### src/rtl/vga_timing_gen.sv
// VGA raster timing generator (640x480@60 by default): registered position, sync,
// visible, line/frame strobes and a pausable frame counter, all on the pixel clock.
module vga_timing_gen #(
    parameter int H_VISIBLE = 640,
    parameter int H_FRONT   = 16,
    parameter int H_SYNC    = 96,
    parameter int H_BACK    = 48,
    parameter int V_VISIBLE = 480,
    parameter int V_FRONT   = 10,
    parameter int V_SYNC    = 2,
    parameter int V_BACK    = 33,
    parameter int SYNC_NEG  = 1,
    parameter int FRAME_W   = 10
) (
    input  logic               clk,
    input  logic               rst_n,
    input  logic               pause,
    output logic [9:0]         hpos,
    output logic [9:0]         vpos,
    output logic               hsync,
    output logic               vsync,
    output logic               visible,
    output logic               line_tick,
    output logic               frame_tick,
    output logic [FRAME_W-1:0] frame_count
);

    localparam int H_TOTAL = H_VISIBLE + H_FRONT + H_SYNC + H_BACK;
    localparam int V_TOTAL = V_VISIBLE + V_FRONT + V_SYNC + V_BACK;

    localparam logic [9:0] H_LAST   = 10'(H_TOTAL - 1);
    localparam logic [9:0] V_LAST   = 10'(V_TOTAL - 1);
    localparam logic [9:0] H_VIS    = 10'(H_VISIBLE);
    localparam logic [9:0] V_VIS    = 10'(V_VISIBLE);
    localparam logic [9:0] HS_START = 10'(H_VISIBLE + H_FRONT);
    localparam logic [9:0] HS_END   = 10'(H_VISIBLE + H_FRONT + H_SYNC);
    localparam logic [9:0] VS_START = 10'(V_VISIBLE + V_FRONT);
    localparam logic [9:0] VS_END   = 10'(V_VISIBLE + V_FRONT + V_SYNC);

    localparam logic SYNC_ON  = (SYNC_NEG != 0) ? 1'b0 : 1'b1;
    localparam logic SYNC_OFF = ~SYNC_ON;

    localparam logic [FRAME_W-1:0] FC_ONE = {{(FRAME_W-1){1'b0}}, 1'b1};

    function automatic logic in_window(input logic [9:0] pos,
                                       input logic [9:0] lo,
                                       input logic [9:0] hi);
        return (pos >= lo) && (pos < hi);
    endfunction

    function automatic logic sync_level(input logic active);
        return active ? SYNC_ON : SYNC_OFF;
    endfunction

    logic [9:0]         hc_r;
    logic [9:0]         vc_r;
    logic [9:0]         hc_nxt_s;
    logic [9:0]         vc_nxt_s;
    logic               hsync_s;
    logic               vsync_s;
    logic               visible_s;
    logic               line_tick_s;
    logic               frame_tick_s;
    logic [FRAME_W-1:0] fc_nxt_s;

    logic [9:0]         hpos_r;
    logic [9:0]         vpos_r;
    logic               hsync_r;
    logic               vsync_r;
    logic               visible_r;
    logic               line_tick_r;
    logic               frame_tick_r;
    logic [FRAME_W-1:0] frame_count_r;

    // Counter advance and decode of the current (hc, vc) into next output values.
    always_comb begin
        hc_nxt_s = hc_r + 10'd1;
        vc_nxt_s = vc_r;
        if (hc_r == H_LAST) begin
            hc_nxt_s = 10'd0;
            if (vc_r == V_LAST) begin
                vc_nxt_s = 10'd0;
            end else begin
                vc_nxt_s = vc_r + 10'd1;
            end
        end else begin
            vc_nxt_s = vc_r;
        end

        hsync_s      = sync_level(in_window(hc_r, HS_START, HS_END));
        vsync_s      = sync_level(in_window(vc_r, VS_START, VS_END));
        visible_s    = (hc_r < H_VIS) && (vc_r < V_VIS);
        line_tick_s  = (hc_r == 10'd0);
        frame_tick_s = (hc_r == 10'd0) && (vc_r == V_VIS);

        // The counter moves on the same edge that publishes frame_tick.
        if (frame_tick_s && !pause) begin
            fc_nxt_s = frame_count_r + FC_ONE;
        end else begin
            fc_nxt_s = frame_count_r;
        end
    end

    // Raster counters and the aligned output register stage.
    always_ff @(posedge clk) begin
        if (!rst_n) begin
            hc_r          <= 10'd0;
            vc_r          <= 10'd0;
            hpos_r        <= 10'd0;
            vpos_r        <= 10'd0;
            hsync_r       <= SYNC_OFF;
            vsync_r       <= SYNC_OFF;
            visible_r     <= 1'b0;
            line_tick_r   <= 1'b0;
            frame_tick_r  <= 1'b0;
            frame_count_r <= '0;
        end else begin
            hc_r          <= hc_nxt_s;
            vc_r          <= vc_nxt_s;
            hpos_r        <= hc_r;
            vpos_r        <= vc_r;
            hsync_r       <= hsync_s;
            vsync_r       <= vsync_s;
            visible_r     <= visible_s;
            line_tick_r   <= line_tick_s;
            frame_tick_r  <= frame_tick_s;
            frame_count_r <= fc_nxt_s;
        end
    end

    assign hpos        = hpos_r;
    assign vpos        = vpos_r;
    assign hsync       = hsync_r;
    assign vsync       = vsync_r;
    assign visible     = visible_r;
    assign line_tick   = line_tick_r;
    assign frame_tick  = frame_tick_r;
    assign frame_count = frame_count_r;

endmodule

### config.mk
export PLATFORM = sky130hd
export DESIGN_NAME = vga_timing_gen
export DESIGN_NICKNAME = d
export VERILOG_FILES = /design/src/rtl/vga_timing_gen.sv
export SDC_FILE = /design/constraint.sdc
export NUM_CORES = 1
export LEC_CHECK = 0
export ABC_CLOCK_PERIOD_IN_PS = 4540
export CORE_MARGIN = 2
export CORE_UTILIZATION = 35
export CTS_CLUSTER_SIZE = 30
export DETAILED_ROUTE_END_ITERATION = 10
export HOLD_SLACK_MARGIN = 0.06
export PLACE_DENSITY = 0.61
export SYNTH_ARGS = -nofsm -noshare
export SYNTH_HDL_FRONTEND = slang
export SYNTH_SLANG_ARGS = --single-unit
### constraint.sdc
create_clock -name clk -period 4.54 [get_ports clk]
set_input_delay 0.681 -clock clk [delete_from_list [all_inputs] [get_ports clk]]
set_output_delay 0.681 -clock clk [all_outputs]
set_load 0.03 [all_outputs]
---- After elaboration in Yosys (flattened, before gate mapping) ----
Index checks and enable logic that the tools add are counted.
word-level totals
  word-level logic and storage cells ...... 34
  register bits after elaboration ......... 55
operators by class
  reductions and logical operators ........ 8
  bitwise operators ....................... 1
  $add $sub $neg .......................... 3
  equality and inequality tests ........... 3
  $lt $le $gt $ge ......................... 6
  muxes and demuxes ....................... 3
operator list
  operator                 count
  $add A10 B1 Y10 const B  3
  $eq A10 B10 Y1 const B   2
  $lt A10 B10 Y1 const B   2
  $lt A10 B9 Y1 const B    2
  $eq A10 B9 Y1 const B    1
  $ge A10 B10 Y1 const B   1
  $ge A10 B9 Y1 const B    1
  $logic_not A10 Y1        1
  $mux W10                 1
  $logic_and A1 B1 Y1      5
  $mux W1                  2
  $reduce_or A2 Y1         1
  $logic_not A1 Y1         1
  $not A1 Y1               1

---- Logic depth before layout (Yosys ltp) ----
Gate-level depths: netlist of run 1.
  word-level depth ........................ 3
  gate-level depth with buffers ........... 7
  mapped depth without buffers ............ 6

---- Least setup slack after synthesis of run 1 ----
OpenSTA, ideal clock, no wires.
  path kind ............................... reg-to-reg
  from .................................... register vc_r[0]
  to ...................................... register frame_count_r[0] (netlist: frame_count[0])
  stages on the path, launching flop included .. 8
  library setup time ...................... 0.069 ns
  period minus slack after synthesis ...... 1.643 ns
  path slack .............................. 2.897 ns
  buffers on the path ..................... 1
  arrival ................................. 1.574 ns
  required time ........................... 4.471 ns
  cell sequence ........................... dfxtp_1 inv_1 ha_1 nor4b_2 nand2b_1 buf_2 or4_1 o21ai_1
on the way
  word-level cells in the longest chain between the ends .. 3
ends and longest elaborated chain
  item                      line  text
  start: declaration        56    logic [9:0] vc_r;
  start signal: assignment  119   vc_r <= vc_nxt_s;
  $eq A10 B9 Y1             94    frame_tick_s = (hc_r == 10'd0) && (vc_r == V_VIS);
  $logic_and A1 B1 Y1       94
  $logic_and A1 B1 Y1       97    if (frame_tick_s && !pause) begin
  end signal: assignment    127   frame_count_r <= fc_nxt_s;
  end: declaration          73    logic [FRAME_W-1:0] frame_count_r;
No other way between the ends.
A chain may end at the register's enable or synchronous reset.

==> results of run 1 <==
## logic make-up after synthesis
kind of cell    after synthesis
simple gates                113
flops                        55
compound gates               29
buf+inv                      20
xor+xnor                     10
fa+ha+maj                     6
mux                           4
## layer usage
layer / share of wire / vias to the layer above / GRT usage
met4: 0.015 / 0 / 0.0548
met1: 0.49 / 845 / 0.203
met5: 0 / - / 0
met3: 0.045 / 5 / 0.0370
li1: - / 900 / -
met2: 0.45 / 45 / 0.215
## critical path, delay by kind of cell
kind	cells	cell delay [ns]
AOI/OAI and AO/OA	1	0.08
buffers and inverters	2	1.31
and+or+nand+nor	1	0.58
## report_power, final
part,leakage [uW],switching (uW),internal [uW]
Clock,0.0000454,160,111
Combinational,0.000514,23.2,13.1
Sequential,0.000445,3.38,487
## cell type report
type	count	share of cell area
sequential	55	0.395
multi-input combinational	162	0.392
timing repair buffer	38	0.135
tap	77	0.0345
clock buffer	6	0.0260
inverter	8	0.0108
clock inverter	2	0.00628
## cell usage after synthesis (2+ instances only)
cell type / instances / share of area
dfxtp_1: 55 / 0.47
nor2_1: 24 / 0.039
nand2_1: 15 / 0.024
and2_1: 13 / 0.035
nand3_1: 11 / 0.024
inv_1: 8 / 0.013
a21oi_1: 7 / 0.015
nand2b_1: 7 / 0.019
nand4_1: 7 / 0.019
buf_6: 6 / 0.029
ha_1: 6 / 0.032
xnor2_1: 6 / 0.023
o21ai_0: 5 / 0.011
or3_1: 5 / 0.013
and3_1: 4 / 0.011
mux2i_1: 4 / 0.017
nor4_1: 4 / 0.011
or4_1: 4 / 0.013
xor2_1: 4 / 0.015
clkbuf_1: 3 / 0.0049
nor3_1: 3 / 0.0065
o311ai_0: 3 / 0.011
o31ai_1: 3 / 0.0097
o41ai_1: 3 / 0.011
buf_2: 2 / 0.0043
nor4b_2: 2 / 0.013
o311ai_2: 2 / 0.014
o41ai_2: 2 / 0.014
## sequential cells by signal (all words and copies together), names as in the netlist
register     count
vc_r            10
vpos            10
line_tick        1
hpos            10
hsync            1
visible          1
vsync            1
frame_count     10
frame_tick       1
hc_r            10
## per-stage QoR
step	hold slack [ns]	power, uW	utilization
final	0.487	798	0.437
after global routing	0.516	833	0.437
after CTS	0.494	810	0.437
after detailed placement	0.471	538	0.423
after global placement	0.464	538	0.423
after floorplan	0.442	525	-
## path summary, 6_finish.rpt
| kind | slack [ns] | end |
|---|---|---|
| max | 2.13 | frame_count[0]$_SDFFE_PN0P_ |
| min | 0.49 | hc_r[0]$_SDFF_PP0_ |
| max reg2reg | 2.42 | frame_count[7]$_SDFFE_PN0P_ |
| min reg2reg | 0.49 | hc_r[0]$_SDFF_PP0_ |
==> flow_metrics.env, run 1 <==
export IMPL_run_status="complete, no violations"
export IMPL_most_common_layout_cells="dfxtp_1, clkdlybuf4s50_1, nor2_1, nand2_1, and2_1"
export IMPL_crit_type="in -> reg"
export IMPL_synthMuxAreaShare=0.0173
export IMPL_cp_arrival_ns=2.66
export IMPL_synth_area_sq_mm=0.00232
export IMPL_htreeDepth=2
export IMPL_multi_input_area_sq_mm=0.00109
export IMPL_ctsRootBufferMaster="clkbuf_8"
export IMPL_fill_cells=629
export IMPL_critPathLaunchType="primary input"
export IMPL_crit_path_max_incr_delay_ns=0.90
export IMPL_timing_final_ws_setup_ns=2.13
export IMPL_synth_nets=246
export IMPL_path_cells="clkdlybuf4s50_1 -> inv_1 -> or4_1 -> o21ai_1"
export IMPL_cp_required_ns=4.79
export IMPL_drc_errors=0
export IMPL_antenna_found_initial=0
export IMPL_fin_crit_ns=2.41
export IMPL_ir_worst_vdd_mv=0.113
export IMPL_drt_total_wl_um=4880
export IMPL_num_vias=1795
export IMPL_drt_iter0_drc=113
export IMPL_dp_worst_setup_slack_ns=1.79
export IMPL_port_buffer_count=37
export IMPL_drive_gt1_frac=0.0849
export IMPL_mostFrequentLayoutCell="dfxtp_1"
export IMPL_maxSlewHeadroom=0.551
export IMPL_ys_warn_count=0
export IMPL_worstSetupStartpoint="rst_n"
export IMPL_io_pins=38
export IMPL_hold_viol=0
export IMPL_final_cells=348
export IMPL_yosysUniqueCellTypes=47
export IMPL_hold_depth=1
export IMPL_finalCritPeriodShare=0.532
export IMPL_grt_pass1_vias=1739
export IMPL_syn_avg_cell_area_sq_um=9.79
export IMPL_fin_nets=279
export IMPL_grt_usage=0.145
export IMPL_setup_viol=0
export IMPL_fmax_mhz=414
export IMPL_path_clk_slew_ns=0.10
export IMPL_slew_viol_final=0
export IMPL_grt_pass1_wl_um=8420
export IMPL_synth_top_family_by_area="simple AND/OR/NAND/NOR gates"
export IMPL_ys_seq_area_frac=0.474
export IMPL_r2r_start="hc_r[0]$_SDFF_PP0_"
export IMPL_synth_main_ff_cell="dfxtp_1"
export IMPL_cts_sinks=55
export IMPL_clkLatencyLatePin_ns=0.31
export IMPL_p_leak_uw=0.00100
export IMPL_ff2ff_path_depth=6
export IMPL_die_w_um=85.4
export IMPL_drtAntennaViolNets=0
export IMPL_regArea_sq_mm=0.00110
export IMPL_dp_hpwl_um=3340
export IMPL_core_area_sq_mm=0.00639
export IMPL_cts_tree="yes"
export IMPL_design_area_sq_mm=0.00279
export IMPL_cp_max_fo=22
export IMPL_synthCells=237
export IMPL_avgViaCountPerCell=5.16
export IMPL_die_area_sq_mm=0.00730
export IMPL_drt_pass1_iterations=5
export IMPL_dp_cells=340
export IMPL_synth_edf_count=0
export IMPL_synthXorXnorAreaFrac=0.0377
export IMPL_ctsResizeCount=0
export IMPL_synth_simple_area_share=0.285
export IMPL_wl_per_cell_um=14.0
export IMPL_overflow=0
export IMPL_grt_max_degree=23
export IMPL_gp_congestion=0.819
export IMPL_hp_class="reg -> reg"
export IMPL_cts_hold_buf=0
export IMPL_finClkSkew_ns=0.00645
export IMPL_finalSetupTns_ns=0
export IMPL_tightest_slew_ns=0.672
export IMPL_worstHoldStart="hc_r[0]$_SDFF_PP0_"
export IMPL_cap_violations=0
export IMPL_rows=29
export IMPL_diodes=0
export IMPL_endpoint_kind="flip-flop"
export IMPL_synth_compound_area_share=0.0992
export IMPL_p_per_area_mw_per_mm2=286
export IMPL_rsz0062_at_grt="no"
export IMPL_cts_buffer_depth=2
export IMPL_dpl_cell_area_sq_mm=0.00270
export IMPL_synthArstFlopShare=0
export IMPL_numCtsBuffers=5
export IMPL_die_height_um=85.4
export IMPL_area_growth_pct=20.2
export IMPL_initial_core_util=0.363
export IMPL_synth_fa_ha_area_frac=0.0323
export IMPL_cts_post_setup_buffers_inserted=0
export IMPL_critPathSlowestCell="clkdlybuf4s50_1"
export IMPL_synth_seq_cells=55
Power figures use the tool's default switching activity.
==> run 2: changes to the inputs <==
ABC_CLOCK_PERIOD_IN_PS = 2400   (was 4540)
clock period = 2.4 ns   (was 4.54 ns; I/O delays follow)
==> flow_metrics.env, run 2 (same netlist as run 1, synthesis figures left out) <==
export IMPL_tightest_slew_ns=0.502
export IMPL_overflow=0
export IMPL_core_area_sq_mm=0.00639
export IMPL_mostFrequentLayoutCell="dfxtp_1"
export IMPL_io_pins=38
export IMPL_r2r_slack_ns=0.32
export IMPL_drt_iter0_drc=123
export IMPL_finalSetupTns_ns=0
export IMPL_grt_usage=0.139
export IMPL_initial_core_util=0.363
export IMPL_drive_gt1_frac=0.0919
export IMPL_most_common_layout_cells="dfxtp_1, clkdlybuf4s50_1, nor2_1, nand2_1, and2_1"
export IMPL_port_buffer_count=37
export IMPL_finClkSkew_ns=0.0184
export IMPL_endpoint_kind="flip-flop"
export IMPL_clkLatencyLatePin_ns=0.32
export IMPL_critPathSlowestCell="nor4_1"
export IMPL_hold_viol=0
export IMPL_cp_arrival_ns=2.32
export IMPL_crit_path_max_incr_delay_ns=0.48
export IMPL_cts_post_setup_buffers_inserted=0
export IMPL_antenna_found_initial=0
export IMPL_cts_sinks=55
export IMPL_gp_congestion=0.789
export IMPL_critPathLaunchType="flip-flop"
export IMPL_cp_required_ns=2.65
export IMPL_drtAntennaViolNets=0
export IMPL_rsz0062_at_grt="no"
export IMPL_ir_worst_vdd_mv=0.226
export IMPL_wl_per_cell_um=13.5
export IMPL_numCtsBuffers=5
export IMPL_cp_max_fo=16
export IMPL_grt_pass1_vias=1670
export IMPL_path_clk_slew_ns=0.10
export IMPL_slew_viol_final=0
export IMPL_fill_cells=631
export IMPL_finalCritPeriodShare=0.865
export IMPL_num_vias=1744
export IMPL_cts_tree="yes"
export IMPL_ctsRootBufferMaster="clkbuf_8"
export IMPL_hp_class="reg -> reg"
export IMPL_diodes=0
export IMPL_p_per_area_mw_per_mm2=549
export IMPL_grt_max_degree=36
export IMPL_fin_nets=280
export IMPL_htreeDepth=2
export IMPL_final_cells=349
export IMPL_die_height_um=85.4
export IMPL_ctsResizeCount=0
export IMPL_path_cells="inv_1 -> ha_1 -> nor4b_2 -> nand4b_2 -> nor4_1 -> mux2i_1"
export IMPL_crit_type="reg -> reg"
export IMPL_die_w_um=85.4
export IMPL_grt_pass1_wl_um=8200
export IMPL_die_area_sq_mm=0.00730
export IMPL_dp_hpwl_um=3260
export IMPL_fin_crit_ns=2.08
export IMPL_drc_errors=0
export IMPL_fmax_mhz=482
export IMPL_drt_pass1_iterations=4
export IMPL_rows=29
export IMPL_cts_hold_buf=0
export IMPL_area_growth_pct=20.7
export IMPL_p_leak_uw=0.00101
export IMPL_total_power_uw=1540
export IMPL_run_status="complete, no violations"
export IMPL_avgViaCountPerCell=5.00
export IMPL_cts_buffer_depth=2
export IMPL_cap_violations=0
export IMPL_drt_total_wl_um=4730
export IMPL_setup_viol=0
export IMPL_maxSlewHeadroom=0.664
export IMPL_dp_cells=341
[run 2: critical path, delay by kind of cell, from the launching register on]
family        cells  cell delay (ns)
simple gates      3             1.20
flops             1             0.36
mux               1             0.21
fa+ha+maj         1             0.14
buf+inv           1             0.10
[run 2: report_power, final]
| part | total (uW) | internal [uW] | switching (uW) |
|---|---|---|---|
| combinational | 69.6 | 25.5 | 44.1 |
| sequential | 928 | 922 | 6.13 |
| clock | 541 | 216 | 326 |
[run 2: area by class of cell]
cell class / count / area (sq um) / share of cell area
Sequential cell: 55 / 1100 / 0.393
Multi-Input combinational cell: 162 / 1090 / 0.390
Timing Repair Buffer: 39 / 385 / 0.138
Tap cell: 77 / 96.3 / 0.0344
Clock buffer: 5 / 68.8 / 0.0246
Inverter: 8 / 30.0 / 0.0107
Clock inverter: 3 / 26.3 / 0.00938
[run 2: worst paths after layout]
| kind | from | end | cells after the start |
|---|---|---|---|
| min | hc_r[0]$_SDFF_PP0_ | hc_r[0]$_SDFF_PP0_ | 1 |
| max reg2reg | hc_r[0]$_SDFF_PP0_ | frame_count[6]$_SDFFE_PN0P_ | 6 |
| max | hc_r[0]$_SDFF_PP0_ | frame_count[6]$_SDFFE_PN0P_ | 6 |
| min reg2reg | hc_r[0]$_SDFF_PP0_ | hc_r[0]$_SDFF_PP0_ | 1 |
[run 2: per-stage QoR]
step	setup slack, ns	hold WS [ns]	instance area [sq um]	utilization
2_1_floorplan	0.757	0.442	2320	-
3_3_place_gp	0.466	0.463	2710	0.424
3_5_place_dp	0.382	0.473	2710	0.424
4_1_cts	0.330	0.498	2800	0.439
5_1_grt	0.114	0.514	2800	0.439
6_report	0.324	0.494	2800	0.439
[run 2: metal layers]
metal / track usage / wire [um] / vias up
li1: - / - / 908
met1: 0.198 / 2400 / 782
met2: 0.210 / 2060 / 50
met3: 0.0292 / 212 / 4
met4: 0.0433 / 56 / 0
met5: 0 / 0 / -
==> run 3: changes to the inputs <==
PLACE_DENSITY = 0.62   (was 0.61)
==> flow_metrics.env, run 3 (same netlist as run 1, synthesis figures left out) <==
export IMPL_run_status="complete, no violations"
export IMPL_wl_per_cell_um=13.5
export IMPL_ctsResizeCount=0
export IMPL_setup_viol=0
export IMPL_path_clk_slew_ns=0.10
export IMPL_diodes=0
export IMPL_grt_usage=0.131
export IMPL_cts_post_setup_buffers_inserted=0
export IMPL_hold_viol=0
export IMPL_cts_tree="yes"
export IMPL_grt_pass1_vias=1597
export IMPL_most_common_layout_cells="dfxtp_1, clkdlybuf4s50_1, nor2_1, nand2_1, and2_1"
export IMPL_fmax_mhz=473
export IMPL_drive_gt1_frac=0.0882
export IMPL_p_leak_uw=0.00101
export IMPL_reg2reg_to="frame_count[7]$_SDFFE_PN0P_"
export IMPL_core_area_sq_mm=0.00639
export IMPL_ff2ff_path_depth=6
export IMPL_drt_total_wl_um=4710
export IMPL_cts_sinks=55
export IMPL_grt_pass1_wl_um=7600
export IMPL_drt_iter0_drc=128
export IMPL_endpoint_kind="flip-flop"
export IMPL_rows=29
export IMPL_cp_arrival_ns=2.35
export IMPL_r2r_start="hc_r[0]$_SDFF_PP0_"
export IMPL_ctsRootBufferMaster="clkbuf_8"
export IMPL_finClkSkew_ns=0.00965
export IMPL_worstHoldStart="hc_r[0]$_SDFF_PP0_"
export IMPL_finalCritPeriodShare=0.882
export IMPL_fin_nets=280
export IMPL_hp_class="reg -> reg"
export IMPL_mostFrequentLayoutCell="dfxtp_1"
export IMPL_min_to="hc_r[0]$_SDFF_PP0_"
export IMPL_crit_type="reg -> reg"
export IMPL_num_vias=1748
export IMPL_die_area_sq_mm=0.00730
export IMPL_area_growth_pct=20.4
export IMPL_drt_pass1_iterations=4
export IMPL_dp_hpwl_um=3340
export IMPL_r2r_slack_ns=0.28
export IMPL_ir_worst_vdd_mv=0.269
export IMPL_tightest_slew_ns=0.502
export IMPL_finalSetupTns_ns=0
export IMPL_io_pins=38
export IMPL_clkLatencyLatePin_ns=0.31
export IMPL_drtAntennaViolNets=0
export IMPL_drc_errors=0
export IMPL_initial_core_util=0.363
export IMPL_maxSlewHeadroom=0.664
export IMPL_htreeDepth=2
export IMPL_cp_max_fo=16
export IMPL_whs_ns=0.501
export IMPL_rsz0062_at_grt="no"
export IMPL_slew_viol_final=0
export IMPL_critPathLaunchType="flip-flop"
export IMPL_cp_required_ns=2.64
export IMPL_p_per_area_mw_per_mm2=538
export IMPL_overflow=0
export IMPL_grt_max_degree=36
export IMPL_port_buffer_count=37
export IMPL_numCtsBuffers=5
export IMPL_gp_congestion=0.798
export IMPL_cap_violations=0
export IMPL_hold_depth=1
export IMPL_avgViaCountPerCell=5.01
export IMPL_die_height_um=85.4
export IMPL_antenna_found_initial=0
export IMPL_die_w_um=85.4
export IMPL_cts_hold_buf=0
export IMPL_fin_crit_ns=2.12
export IMPL_cts_buffer_depth=2
run 3: cell count changes in the layout (fill, tap and decap cells not counted), sizes merged:
cell | before | now
clkinvlp | 0 | 1
clkbuf | 5 | 6
inv | 10 | 9
clkinv | 1 | 0
run 3: metrics by stage:
stage | power (uW) | area [sq um] | util | instances | setup slack [ns]
final | 1500 | 2800 | 0.438 | 349 | 0.284
after global routing | 1570 | 2800 | 0.438 | 349 | 0.127
after CTS | 1530 | 2800 | 0.438 | 349 | 0.290
after detailed placement | 1020 | 2710 | 0.424 | 341 | 0.361
after global placement | 1020 | 2710 | 0.424 | 341 | 0.452
after floorplan | 994 | 2320 | - | 237 | 0.757
run 3: report_power, final:
group | leakage, uW | internal (uW) | switching, uW | total [uW]
Sequential | 0.000445 | 921 | 6.36 | 928
Clock | 0.0000418 | 210 | 297 | 507
Combinational | 0.000519 | 25.6 | 44.1 | 69.7
run 3: area by class of cell:
type | count | area (sq um)
well taps | 77 | 96.3
repair buffers | 39 | 385
flip-flops and latches | 55 | 1100
fillers | 626 | 3590
clock inverters | 2 | 16.3
clock buffers | 6 | 72.6
inverters | 8 | 30.0
multi-input cells | 162 | 1090
run 3: worst max-delay path by stage:
stage                                   to  cells past startpoint                  from  slack (ns)
2_1_floorplan  frame_count[0]$_SDFFE_PN0P_                      7  vc_r[0]$_SDFFE_PN0N_        0.76
3_3_place_gp   frame_count[9]$_SDFFE_PN0P_                      6  vc_r[0]$_SDFFE_PN0N_        0.45
3_5_place_dp   frame_count[7]$_SDFFE_PN0P_                      6    hc_r[0]$_SDFF_PP0_        0.36
4_1_cts        frame_count[9]$_SDFFE_PN0P_                      6    hc_r[0]$_SDFF_PP0_        0.29
5_1_grt        frame_count[6]$_SDFFE_PN0P_                      6    hc_r[0]$_SDFF_PP0_        0.13
6_report       frame_count[7]$_SDFFE_PN0P_                      6    hc_r[0]$_SDFF_PP0_        0.28
run 3: critical path, stage by stage (launching register included):
cell and delay (ns):
dfxtp_1 0.36, inv_1 0.09, ha_1 0.15, nor4b_2 0.29, nand4b_2 0.47, nor4_1 0.47, mux2i_1 0.22
run 3: routing by layer:
layer  vias up  part of all wire  track usage
li1        902                 -            -
met1       808              0.49        0.173
met2        33              0.46        0.207
met3         5             0.034       0.0321
met4         0             0.016       0.0519
met5         -                 0            0
